File: config.mk
export PLATFORM = sky130hd
export DESIGN_NAME = connect4_turn_ctrl
export DESIGN_NICKNAME = d
export VERILOG_FILES = /design/src/rtl/connect4_pkg.sv /design/src/rtl/connect4_move_check.sv /design/src/rtl/connect4_turn_ctrl.sv
export SDC_FILE = /design/constraint.sdc
export NUM_CORES = 1
export LEC_CHECK = 0
export BUFFER_PORTS_ARGS = -buffer_cell sky130_fd_sc_hd__buf_4
export CAP_MARGIN = 10
export CORE_MARGIN = 2
export CORE_UTILIZATION = 35
export CTS_CLUSTER_DIAMETER = 150
export DETAILED_ROUTE_END_ITERATION = 6
export PLACE_DENSITY_LB_ADDON = 0.05
export SYNTH_ARGS = -nofsm -noshare
export SYNTH_HDL_FRONTEND = slang
export SYNTH_SLANG_ARGS = --single-unit
File: constraint.sdc
create_clock -name clk -period 2.4 [get_ports clk]
set_input_delay 0 -clock clk [delete_from_list [all_inputs] [get_ports clk]]
set_output_delay 0 -clock clk [all_outputs]
set_load 0.05 [all_outputs]
File: src/rtl/connect4_pkg.sv
// connect4_pkg: shared definitions for the Connect Four turn controller.
//   - state_e     : turn controller FSM states
//   - RES_*       : encodings of the game result output
//   - BOARD_W     : number of columns (and rows) on the board
//   - BOARD_CELLS : total number of board cells
package connect4_pkg;

    localparam int BOARD_W     = 8;
    localparam int BOARD_CELLS = 64;

    typedef enum logic [2:0] {
        IDLE      = 3'd0,
        WAIT_MOVE = 3'd1,
        ISSUE     = 3'd2,
        SETTLE    = 3'd3,
        CHECK     = 3'd4,
        GAME_OVER = 3'd5
    } state_e;

    localparam logic [1:0] RES_NONE = 2'b00;
    localparam logic [1:0] RES_P0   = 2'b01;
    localparam logic [1:0] RES_P1   = 2'b10;
    localparam logic [1:0] RES_DRAW = 2'b11;

endpackage

File: src/rtl/connect4_move_check.sv
// connect4_move_check: combinational legality check of a requested column.
// Ports:
//   col_i       [7:0]  requested column, one-hot, bit7 = leftmost
//   occ_i       [63:0] board occupancy, bit r*8+c, row 7 = top
//   onehot_ok_o        exactly one column bit is set
//   col_full_o         top cell of the requested column is occupied
//   col_idx_o   [2:0]  column index c (0 = leftmost)
module connect4_move_check
    import connect4_pkg::*;
(
    input  logic [BOARD_W-1:0]     col_i,
    input  logic [BOARD_CELLS-1:0] occ_i,
    output logic                   onehot_ok_o,
    output logic                   col_full_o,
    output logic [2:0]             col_idx_o
);

    // Only the top row decides whether a column can take another disc.
    logic unused_occ;
    assign unused_occ = ^occ_i[BOARD_CELLS-BOARD_W-1:0];

    always_comb begin
        onehot_ok_o = (col_i != '0) && ((col_i & (col_i - 8'd1)) == '0);
        col_idx_o   = 3'd0;
        // Column bit 7 is the leftmost column (c = 0), so c = 7 - bit.
        for (int i = 0; i < BOARD_W; i++) begin
            if (col_i[i]) begin
                col_idx_o = 3'(BOARD_W - 1 - i);
            end
        end
        // Top-row cell of column c sits at bit 56 + c.
        col_full_o = onehot_ok_o && occ_i[{3'b111, col_idx_o}];
    end

endmodule

File: src/rtl/connect4_turn_ctrl.sv
// connect4_turn_ctrl: turn sequencer and move arbiter in front of the
// Connect Four board datapath.
// Optional feature macro: TURN_TIMEOUT_EN (turn forfeit after TIMEOUT_CYC
// idle cycles in WAIT_MOVE); without it a turn waits indefinitely.
// Ports:
//   clk, reset            clock (rising edge), async active-high reset
//   new_game              start/restart a game
//   req0/col0, req1/col1  player move requests with one-hot column
//   occ                   board occupancy (bit r*8+c, row 7 = top)
//   brd_winner/brd_error  board result, sampled SETTLE_CYC after brd_start
//   ack0/nack0/ack1/nack1 registered one-cycle request responses
//   brd_col/brd_player    move issued to the board, held until next ack
//   brd_start             one-cycle move strobe to the board
//   cur_player, move_cnt, result, game_over  game status
//   dbg_state             current FSM state (connect4_pkg::state_e)
// Handshake: a request is a level sampled on a clock edge; the response
// (exactly one of ack/nack for that player) appears for one cycle after it.
module connect4_turn_ctrl
    import connect4_pkg::*;
#(
    parameter int   SETTLE_CYC   = 2,
    parameter logic FIRST_PLAYER = 1'b0,
    parameter int   TIMEOUT_CYC  = 255
) (
    input  logic        clk,
    input  logic        reset,
    input  logic        new_game,
    input  logic        req0,
    input  logic [7:0]  col0,
    input  logic        req1,
    input  logic [7:0]  col1,
    input  logic [63:0] occ,
    input  logic [1:0]  brd_winner,
    input  logic        brd_error,
    output logic        ack0,
    output logic        nack0,
    output logic        ack1,
    output logic        nack1,
    output logic [7:0]  brd_col,
    output logic        brd_player,
    output logic        brd_start,
    output logic        cur_player,
    output logic [6:0]  move_cnt,
    output logic [1:0]  result,
    output logic        game_over,
    output logic [2:0]  dbg_state
);

    state_e      state_q, state_d;
    logic        cur_q, cur_d;
    logic [6:0]  cnt_q, cnt_d;
    logic [1:0]  res_q, res_d;
    logic [7:0]  col_q, col_d;
    logic        pl_q, pl_d;
    logic        start_q, start_d;
    logic        ack0_q, ack0_d, nack0_q, nack0_d;
    logic        ack1_q, ack1_d, nack1_q, nack1_d;
    logic [3:0]  set_q, set_d;

`ifdef TURN_TIMEOUT_EN
    localparam int TO_W = (TIMEOUT_CYC > 1) ? $clog2(TIMEOUT_CYC) : 1;
    logic [TO_W-1:0] to_q, to_d;
    logic            to_expire;
    assign to_expire = (to_q == TO_W'(TIMEOUT_CYC - 1));
`else
    logic unused_timeout;
    assign unused_timeout = ^TIMEOUT_CYC;
`endif

    // Only the player whose turn it is can have a move evaluated.
    logic       req_on, req_off;
    logic [7:0] col_on;
    logic       onehot_ok, col_full, legal;
    logic [2:0] col_idx;
    logic [6:0] cnt_inc;

    assign req_on  = cur_q ? req1 : req0;
    assign req_off = cur_q ? req0 : req1;
    assign col_on  = cur_q ? col1 : col0;
    assign legal   = onehot_ok && !col_full;
    // Winning or drawing moves still count; the counter stops at 64.
    assign cnt_inc = (cnt_q == 7'(BOARD_CELLS)) ? cnt_q : cnt_q + 7'd1;

    connect4_move_check u_move_check (
        .col_i       (col_on),
        .occ_i       (occ),
        .onehot_ok_o (onehot_ok),
        .col_full_o  (col_full),
        .col_idx_o   (col_idx)
    );

    logic unused_idx;
    assign unused_idx = ^col_idx;

    always_comb begin
        state_d = state_q;
        cur_d   = cur_q;
        cnt_d   = cnt_q;
        res_d   = res_q;
        col_d   = col_q;
        pl_d    = pl_q;
        start_d = 1'b0;
        ack0_d  = 1'b0;
        nack0_d = 1'b0;
        ack1_d  = 1'b0;
        nack1_d = 1'b0;
        set_d   = set_q;
`ifdef TURN_TIMEOUT_EN
        to_d    = '0;
`endif
        // new_game overrides everything, including a pending brd_start.
        if (new_game) begin
            state_d = WAIT_MOVE;
            cnt_d   = '0;
            res_d   = RES_NONE;
            cur_d   = FIRST_PLAYER;
            set_d   = '0;
        end else begin
            case (state_q)
                IDLE: ;
                WAIT_MOVE: begin
                    if (req_off) begin
                        if (cur_q) nack0_d = 1'b1;
                        else       nack1_d = 1'b1;
                    end
                    if (req_on) begin
                        if (legal) begin
                            if (cur_q) ack1_d = 1'b1;
                            else       ack0_d = 1'b1;
                            col_d   = col_on;
                            pl_d    = cur_q;
                            state_d = ISSUE;
                        end else begin
                            if (cur_q) nack1_d = 1'b1;
                            else       nack0_d = 1'b1;
                        end
                    end
`ifdef TURN_TIMEOUT_EN
                    if (!(req_on && legal)) begin
                        if (to_expire) begin
                            cur_d = ~cur_q;
                        end else begin
                            to_d = to_q + TO_W'(1);
                        end
                    end
`endif
                end
                ISSUE: begin
                    start_d = 1'b1;
                    set_d   = '0;
                    state_d = SETTLE;
                end
                SETTLE: begin
                    if (set_q == 4'(SETTLE_CYC - 1)) state_d = CHECK;
                    else                             set_d   = set_q + 4'd1;
                end
                CHECK: begin
                    if (brd_error) begin
                        state_d = WAIT_MOVE;
                    end else begin
                        cnt_d = cnt_inc;
                        if (brd_winner == RES_P0 || brd_winner == RES_P1) begin
                            res_d   = brd_winner;
                            state_d = GAME_OVER;
                        end else if (cnt_q == 7'(BOARD_CELLS - 1)) begin
                            res_d   = RES_DRAW;
                            state_d = GAME_OVER;
                        end else begin
                            cur_d   = ~cur_q;
                            state_d = WAIT_MOVE;
                        end
                    end
                end
                GAME_OVER: begin
                    nack0_d = req0;
                    nack1_d = req1;
                end
                default: state_d = IDLE;
            endcase
        end
    end

    always_ff @(posedge clk or posedge reset) begin
        if (reset) begin
            state_q <= IDLE;
            cur_q   <= FIRST_PLAYER;
            cnt_q   <= '0;
            res_q   <= RES_NONE;
            col_q   <= '0;
            pl_q    <= 1'b0;
            start_q <= 1'b0;
            ack0_q  <= 1'b0;
            nack0_q <= 1'b0;
            ack1_q  <= 1'b0;
            nack1_q <= 1'b0;
            set_q   <= '0;
`ifdef TURN_TIMEOUT_EN
            to_q    <= '0;
`endif
        end else begin
            state_q <= state_d;
            cur_q   <= cur_d;
            cnt_q   <= cnt_d;
            res_q   <= res_d;
            col_q   <= col_d;
            pl_q    <= pl_d;
            start_q <= start_d;
            ack0_q  <= ack0_d;
            nack0_q <= nack0_d;
            ack1_q  <= ack1_d;
            nack1_q <= nack1_d;
            set_q   <= set_d;
`ifdef TURN_TIMEOUT_EN
            to_q    <= to_d;
`endif
        end
    end

    assign ack0       = ack0_q;
    assign nack0      = nack0_q;
    assign ack1       = ack1_q;
    assign nack1      = nack1_q;
    assign brd_col    = col_q;
    assign brd_player = pl_q;
    assign brd_start  = start_q;
    assign cur_player = cur_q;
    assign move_cnt   = cnt_q;
    assign result     = res_q;
    assign game_over  = (state_q == GAME_OVER);
    assign dbg_state  = state_q;

endmodule

==> summary.md, run 1 <==
| Metric | Value |
|---|---|
| Status | complete, but fails checks |
| Failing checks | setup timing |
| Number of synthesized flops with an enable pin | 0 |
| CTS tree | done |
| Synth cell types | 48 |
| Commonest non-fill, non-tap cell in the layout | buf_4 |
| Initial antenna violation count | 0 |
| Final period utilization | 105.3% |
| Drt first-iter violations | 52 |
| Finished Cell Area | roughly 2800 µm² |
| Vias in the first global route | roughly 1800 |
| Footprint of the multi-input gates | roughly 1200 µm² |
| Fraction of registers with async set/reset | 100.0% |
| First-pass GRT wire length | 8.611 mm |
| Inst Count DP | roughly 340 |
| Final wirelength | 4.969 mm |
| Area after DPL | ~2600 µm² |
| Worst Slack Setup Final | -126.2 ps |
| Latest clock arrival within the worst-skew pair | 290 ps |
| Kind of critical path | register to register |
| Final setup vio count | 9 |
| Fin util | 50.96% |
| Synthesized area | around 2000 µm² |
| Nets | between 300 and 400 |
| All-Layer GR Usage | 17.52% |
| Worst-path clk slew | 70 ps |
| Routed len/inst | 14.12 µm |
| Leak | approximately 1.3 nW |
| Clock root buffer | clkbuf_8 |
| FF-to-FF path depth | 8 |
| Starting density of the core | ~36% |
| IO Count | between 100 and 150 |
| Hold Vio Cnt, Final | 0 |
| Synth Register Bits | 31 |
| Ant diodes | 0 |
| Fill count | 534 |
| Largest net degree at the start of global routing | 21 |
| CP Launch Type | register |
| DR pass1 iterations | 3 |
| Critical Path Fanout Max | 7 |
| Drc violations | 0 |
| Slew at the pin closest to its max-slew limit | 766.7 ps |
| Most frequent cells in the layout | buf_4 (74), dfrtp_1 (30), nor2_1 (16) |
| PortBufs | between 50 and 60 |
| Post-Route Skew | 10.28 ps |
| FP Rows | 27 |
| Worst min path class | input port to register |
| Syn nets | between 200 and 300 |
| Final ANT Viol Nets | 0 |
| DPL Wire Length | 3.696 mm |
| Vias | 1746 |
| Minimum clock period | 2526 ps |
| Die area | 6228 µm² |
| CORE AREA | around 5500 µm² |
| Fmax | 395.8 MHz |
| Die X | 78.92 µm |
| Worst IR Drop VDD | 0.2298 mV |
| Non-Filler Instances | 352 |
| Total gr overflow | 0 |
| Instance count of the mapped netlist | 199 |
| CTS max path bufs | 2 |
| WHS Path Cells | 2 |
| Number of synthesis warnings | 0 |
| Pwr/cell area | 431.3 nW/µm² |
| Max-Slew Margin vs Limit | 48.83% |
| Placer congestion estimate | between 0.8 and 0.9 |
| Data required time of the worst path | 2570 ps |
| Top FF cell, synth | dfrtp_1 |
| Register area share after synthesis | around 39% |
| Layout cells sized above 1 | 41.43% |
| CTS sink cnt | 31 |
| Syn_area_per_cell | 9.871 µm² |
| Via-per-instance ratio | 4.960 |
| Kind of end point of the critical path | register |
| Crit path DAT | 2690 ps |
| Reg area | between 700 and 800 µm² |
| H-tree levels | 2 |
| RSZ-0062 raised after global routing | true |
| Final slew viol count | 0 |
| # Max-Cap Violations | 0 |
| Area grow syn2layout | 41.97% |
| TritonCTS buffer count | 5 |
| Die Span Y | 78.92 µm |
logic make-up after synthesis:
family / count (synthesis) / synth area share, %
buffers and inverters: 19 / 4.076
and+or+nand+nor: 75 / 20.51
xor gates and xnor gates: 4 / 1.784
adders and majority gates: 7 / 4.331
AOI/OAI and AO/OA: 41 / 14.08
DFF: 31 / 39.49
muxes: 22 / 15.73
stage by stage:
| stage | worst slack [ps] | hold slack [ps] | power, mW | setup TNS (ps) |
|---|---|---|---|---|
| 2_1_floorplan | -145.8 | 103.4 | 0.6760 | -1312 |
| 3_3_place_gp | -95.26 | 200.5 | 0.7711 | -829.1 |
| 3_5_place_dp | -118.2 | 182.3 | 0.7708 | -983.8 |
| 4_1_cts | -139.5 | 35.00 | 1.219 | -1200 |
| 5_1_grt | -266.2 | 57.61 | 1.263 | -2475 |
| 6_report | -126.2 | 35.32 | 1.203 | -1090 |
final cells by class:
| class | count | area share, % |
|---|---|---|
| Tap cell | 72 | 3.230 |
| Sequential cell | 31 | 27.86 |
| Inverter | 11 | 1.480 |
| Clock inverter | 1 | 0.1795 |
| Timing Repair Buffer | 81 | 22.61 |
| Multi-Input combinational cell | 149 | 41.54 |
| Clock buffer | 7 | 3.096 |
cell usage after synthesis, drive strengths merged (3+ instances only):
| cell type | count | area, µm² |
|---|---|---|
| nor2 | 16 | 60.06 |
| or3 | 5 | 31.28 |
| clkbuf | 5 | 18.77 |
| nor2b | 8 | 50.05 |
| buf | 3 | 20.01 |
| nand3 | 4 | 20.02 |
| inv | 11 | 41.29 |
| nor3 | 7 | 35.03 |
| nand2b | 3 | 18.77 |
| o21ai | 9 | 45.04 |
| nand4 | 3 | 18.77 |
| ha | 6 | 75.07 |
| dfrtp | 31 | 775.7 |
| mux2 | 18 | 236.5 |
| nor3b | 3 | 27.52 |
| a22oi | 4 | 30.03 |
| and2 | 4 | 25.02 |
| a21oi | 12 | 60.06 |
| nand2 | 12 | 45.04 |
metal layers:
metal	GRT usage (%)	vias up	share of wire, %	wire, µm
met4	4.138	0	0.95	47
met1	23.26	834	48	2380
met5	0	-	0	0
met3	4.091	5	4.1	206
li1	-	871	-	-
met2	29.06	36	47	2335
sequential cells by signal (all words and copies together), names as in the netlist, 2 cells and up:
| name | cells |
|---|---|
| result | 2 |
| move_cnt | 7 |
| dbg_state | 3 |
| set_q | 4 |
| brd_col | 8 |
critical path: stages (launching register included):
cell,delay (ps)
dfrtp_2,420
or2b_1,280
o32ai_4,120
a21boi_4,250
mux4_2,510
mux2i_1,200
nand3b_1,160
buf_6,170
mux2_4,290
repair_timing:
action	4_1_cts	5_1_grt
hold endpoints to repair	20	0
setup buffers	6	0
pin swaps	5	8
endpoints found under the setup margin	10	15
hold buffers	3	0
cloned	0	0
gates resized for setup	6	4
path summary, 6_finish.rpt:
kind                           endpoint       start  slack, ps
setup / recovery             brd_col[5]  cur_player       -130
hold / removal               cur_player    new_game         40
setup reg to reg             brd_col[5]  cur_player       -130
hold reg to reg              brd_col[3]  brd_col[3]        520
max in group asynchronous  dbg_state[2]       reset       1310
min in group asynchronous    brd_col[1]       reset        410
power breakdown:
part / total (mW) / internal (mW) / switching (mW) / leakage (nW)
Clock: 0.435 / 0.231 / 0.204 / 0.0482
Combinational: 0.221 / 0.106 / 0.115 / 0.847
Sequential: 0.547 / 0.536 / 0.0105 / 0.422
(Power assumes the default switching activity.)
==> run 2, diff against run 1 <==
--- a/config.mk
+++ b/config.mk
@@ -12,6 +12,7 @@
 export CTS_CLUSTER_DIAMETER = 150
 export DETAILED_ROUTE_END_ITERATION = 6
 export PLACE_DENSITY_LB_ADDON = 0.05
+export SKIP_LAST_GASP = 1
 export SYNTH_ARGS = -nofsm -noshare
 export SYNTH_HDL_FRONTEND = slang
 export SYNTH_SLANG_ARGS = --single-unit
==> summary.md, run 2 (synthesis gave the netlist of run 1 again) <==
| Metric | Value |
|---|---|
| Slew at the pin closest to its max-slew limit | 766.6 ps |
| Pre-CTS WS | -118.2 ps |
| Drt first-iter violations | 50 |
| Crit-path slowest cell | mux4_2 |
| Vias in the first global route | 1817 |
| Worst-path clk slew | roughly 70 ps |
| Die area | around 6200 µm² |
| IO Count | ~120 |
| Via-per-instance ratio | 4.949 |
| Area grow syn2layout | 41.97% |
| All-Layer GR Usage | 17.52% |
| DPL Wire Length | 3.696 mm |
| Leak | between 1 and 1.5 nW |
| Latest clock arrival within the worst-skew pair | 290 ps |
| PortBufs | 59 |
| Final wirelength | 4.965 mm |
| Kind of critical path | register to register |
| Kind of end point of the critical path | register |
| Starting density of the core | 35.89% |
| Minimum clock period | 2526 ps |
| Failing checks | setup timing |
| Initial antenna violation count | 0 |
| Critical Path Fanout Max | 7 |
| CORE AREA | 5473 µm² |
| Nets | ~370 |
| # Max-Cap Violations | 0 |
| Largest register FFs | 8 |
| Data required time of the worst path | 2570 ps |
| Hold Vio Cnt, Final | 0 |
| Crit path DAT | 2690 ps |
| Fin util | 50.96% |
| Die Span Y | 78.92 µm |
| Layout cells sized above 1 | 41.43% |
| H-tree levels | 2 |
| Status | complete, but fails checks |
| Most frequent cells in the layout | buf_4 (74), dfrtp_1 (30), nor2_1 (16) |
| First-pass GRT wire length | ~8.6 mm |
| Post-Route Setup TNS | -1090 ps |
| TritonCTS buffer count | 5 |
| Vias | roughly 1700 |
| Total gr overflow | 0 |
| Ant diodes | 0 |
| Max-Slew Margin vs Limit | 48.84% |
| Final setup vio count | 9 |
| CTS max path bufs | 2 |
| CTS tree | done |
| Clock root buffer | clkbuf_8 |
| Worst Slack Setup Final | -126.2 ps |
| Non-Filler Instances | 352 |
| RSZ-0062 raised after global routing | true |
| Final period utilization | 105.3% |
| Routed len/inst | 14.11 µm |
| Worst IR Drop VDD | 0.2298 mV |
| Crit path cell chain | or2b_1 -> o32ai_4 -> a21boi_4 -> mux4_2 -> mux2i_1 -> nand3b_1 -> buf_6 -> mux2_4 |
| Drc violations | 0 |
| Fmax | 395.8 MHz |
| Commonest non-fill, non-tap cell in the layout | buf_4 |
| Worst min path class | input port to register |
| CP Launch Type | register |
| Largest net degree at the start of global routing | 21 |
| FP Rows | 27 |
| Placer congestion estimate | ~0.8 |
| Pwr/cell area | 431.2 nW/µm² |
| Post-Route Skew | 10.29 ps |
| CTS sink cnt | 31 |
| Final ANT Viol Nets | 0 |
| Inst Count DP | about 340 |
| Final slew viol count | 0 |
| DR pass1 iterations | 4 |
| Largest stage delay, worst path | 510 ps |
| Fill count | 534 |
| Die X | about 79 µm |
## run 2: worst paths after layout
kind,startpoint,to,slack [ps],depth (start not counted)
hold / removal,new_game,cur_player,40,2
min in group asynchronous,reset,brd_col[1],410,3
setup / recovery,cur_player,brd_col[5],-130,8
setup reg to reg,cur_player,brd_col[5],-130,8
max in group asynchronous,reset,dbg_state[2],1310,4
hold reg to reg,brd_col[3],brd_col[3],520,1
## run 2: power by group
group,switching (mW),internal (mW),total [mW]
Combinational,0.115,0.106,0.221
Sequential,0.0105,0.536,0.547
Clock,0.204,0.231,0.435
## run 2: critical path: cells and delay by family, from the launching register on
family,cells,cell delay (ps)
flops,1,420
simple gates,2,440
buf+inv,1,170
compound gates,2,370
mux,3,1000
## run 2: cell type report
class                   instances  area (µm²)  share of cell area, %
multi-input cells             149        1159                  41.54
flip-flops and latches         31       777.0                  27.86
repair buffers                 81       630.6                  22.61
well taps                      72       90.09                  3.230
clock buffers                   7       86.33                  3.096
inverters                      11       41.29                  1.480
clock inverters                 1       5.005                 0.1795
## run 2: per-layer routing
metal  up-vias  routed length (µm)  track usage, %
li1        871                   -               -
met1       830                2372           23.26
met2        36                2339           29.06
met3         5                 206           4.091
met4         0                  47           4.138
met5         -                   0               0
## run 2: what timing repair did
item	CTS	global route
setup buffers	6	0
pin swaps	5	7
gates resized for setup	6	4
hold endpoints to repair	20	0
hold buffers	3	0
endpoints found under the setup margin	10	15
## run 2: metrics by stage
step	hold WS [ps]	power (mW)	cell area, µm²
finish	35.39	1.203	2789
global route	57.61	1.263	2789
CTS	35.00	1.219	2784
detailed placement	182.3	0.7708	2603
global placement	200.5	0.7711	2603
floorplan	103.4	0.6760	2002
==> run 3, diff against run 2 <==
--- a/config.mk
+++ b/config.mk
@@ -8,7 +8,7 @@
 export BUFFER_PORTS_ARGS = -buffer_cell sky130_fd_sc_hd__buf_4
 export CAP_MARGIN = 10
 export CORE_MARGIN = 2
-export CORE_UTILIZATION = 35
+export CORE_UTILIZATION = 39
 export CTS_CLUSTER_DIAMETER = 150
 export DETAILED_ROUTE_END_ITERATION = 6
 export PLACE_DENSITY_LB_ADDON = 0.05
==> summary.md, run 3 (synthesis gave the netlist of run 1 again) <==
| Metric | Value |
|---|---|
| CORE AREA | 4786 µm² |
| Worst IR Drop VDD | between 0.4 and 0.5 mV |
| Crit-path slowest cell | mux4_2 |
| R2R Setup Slk | -130 ps |
| Worst Path Buf+Inv | 1 |
| Drt first-iter violations | 51 |
| Drc violations | 0 |
| Largest delay share family, worst path | multiplexers |
| Fmax | roughly 400 MHz |
| Minimum clock period | 2534 ps |
| Via-per-instance ratio | 5.017 |
| Finished Cell Area | 2803 µm² |
| Final setup vio count | 9 |
| Die area | 5621 µm² |
| FP Rows | 25 |
| Area after DPL | about 2600 µm² |
| Nets | 375 |
| Vias | between 1500 and 2000 |
| DPL Wire Length | around 3.5 mm |
| Worst Hold Margin | 38.60 ps |
| Pwr/cell area | 463.7 nW/µm² |
| Worst min path class | input port to register |
| CTS sink cnt | 31 |
| Worst Slack Setup Final | -133.8 ps |
| Layout cells sized above 1 | 41.13% |
| # Max-Cap Violations | 0 |
| Max-Slew Margin vs Limit | 49.91% |
| Fin util | 58.56% |
| Kind of end point of the critical path | register |
| Final period utilization | 105.6% |
| Data required time of the worst path | 2560 ps |
| Final wirelength | 4.680 mm |
| Slew at the pin closest to its max-slew limit | 750.5 ps |
| Critical Path Fanout Max | 8 |
| Post-Route Skew | 7.738 ps |
| Post-Route Setup TNS | -1096 ps |
| Total gr overflow | 0 |
| Latest clock arrival within the worst-skew pair | 280 ps |
| Largest stage delay, worst path | 510 ps |
| Commonest non-fill, non-tap cell in the layout | buf_4 |
| Die X | roughly 75 µm |
| Largest net degree at the start of global routing | 21 |
| Initial antenna violation count | 0 |
| CP Launch Type | register |
| Crit path DAT | 2700 ps |
| Failing checks | setup timing |
| H-tree levels | 2 |
| Ant diodes | 0 |
| Inst Count DP | 336 |
| Clock root buffer | clkbuf_8 |
| Hold Vio Cnt, Final | 0 |
| TritonCTS buffer count | 5 |
| Fill count | between 400 and 500 |
| Leak | 1.333 nW |
| PortBufs | 59 |
| Crit path cell chain | or2b_1 -> o32ai_4 -> a21boi_4 -> mux4_2 -> mux2i_1 -> nand3b_1 -> buf_6 -> mux2_4 |
| CTS max path bufs | 2 |
| Placer congestion estimate | about 0.90 |
| Status | complete, but fails checks |
| CTS tree | done |
| Final ANT Viol Nets | 0 |
| First-pass GRT wire length | 7.748 mm |
| IO Count | 116 |
| Non-Filler Instances | 349 |
| Largest register FFs | 8 |
| Most frequent cells in the layout | buf_4 (77), dfrtp_1 (30), nor2_1 (16) |
| DR pass1 iterations | 4 |
| Starting density of the core | 41.05% |
| All-Layer GR Usage | 18.30% |
| Area grow syn2layout | 42.68% |
| Final slew viol count | 0 |
| RSZ-0062 raised after global routing | true |
| Kind of critical path | register to register |
| Routed len/inst | 13.41 µm |
| Worst-path clk slew | 70 ps |
| Die Span Y | 74.97 µm |
| Vias in the first global route | roughly 1700 |
## run 3: routing by layer
layer  vias to the layer above  GRT usage [%]  routed length, µm
li1                        879              -                  -
met1                       822          24.66               2151
met3                         7          3.748                227
met5                         -              0                  0
met2                        43          29.53               2240
met4                         0          5.952                 60
## run 3: worst register-to-register path: stages, from the launching register on
cell	delay (ps)
dfrtp_2	420
or2b_1	290
o32ai_4	110
a21boi_4	250
mux4_2	510
mux2i_1	190
nand3b_1	170
buf_6	180
mux2_4	300
## run 3: final timing paths
check | start | to | cells after the start
setup / recovery | cur_player | brd_col[5] | 8
hold / removal | new_game | dbg_state[2] | 2
setup reg to reg | cur_player | brd_col[5] | 8
hold reg to reg | brd_col[4] | brd_col[4] | 1
max in group asynchronous | reset | move_cnt[0] | 4
min in group asynchronous | reset | brd_player | 3
## run 3: report_power, final
group / total [mW] / leakage, nW / switching, mW / internal, mW
Combinational: 0.220 / 0.849 / 0.114 / 0.106
Sequential: 0.545 / 0.422 / 0.00910 / 0.536
Clock: 0.534 / 0.0612 / 0.199 / 0.336
Total: 1.30 / 1.33 / 0.322 / 0.978
## run 3: per-stage QoR
| step | setup WS [ps] | power [mW] |
|---|---|---|
| 2_1_floorplan | -145.8 | 0.6760 |
| 3_3_place_gp | -64.37 | 0.7715 |
| 3_5_place_dp | -101.2 | 0.7706 |
| 4_1_cts | -135.5 | 1.311 |
| 5_1_grt | -249.6 | 1.355 |
| 6_report | -133.8 | 1.300 |
## run 3: cell type report
cell class                      count  area, µm²  area share (%)
Multi-Input combinational cell    149       1141           40.71
Clock buffer                        6      82.58           2.946
Sequential cell                    31      777.0           27.72
Tap cell                           67      83.83           2.991
Timing Repair Buffer               83      641.9           22.90
Clock inverter                      2      35.03           1.250
Inverter                           11      41.29           1.473
## run 3: timing repair
action	4_1_cts	5_1_grt
setup endpoints to repair	9	12
resized for setup	2	2
pin swaps	0	1
buffers inserted	1	1
hold buffers	3	0
endpoints found under the hold margin	21	0
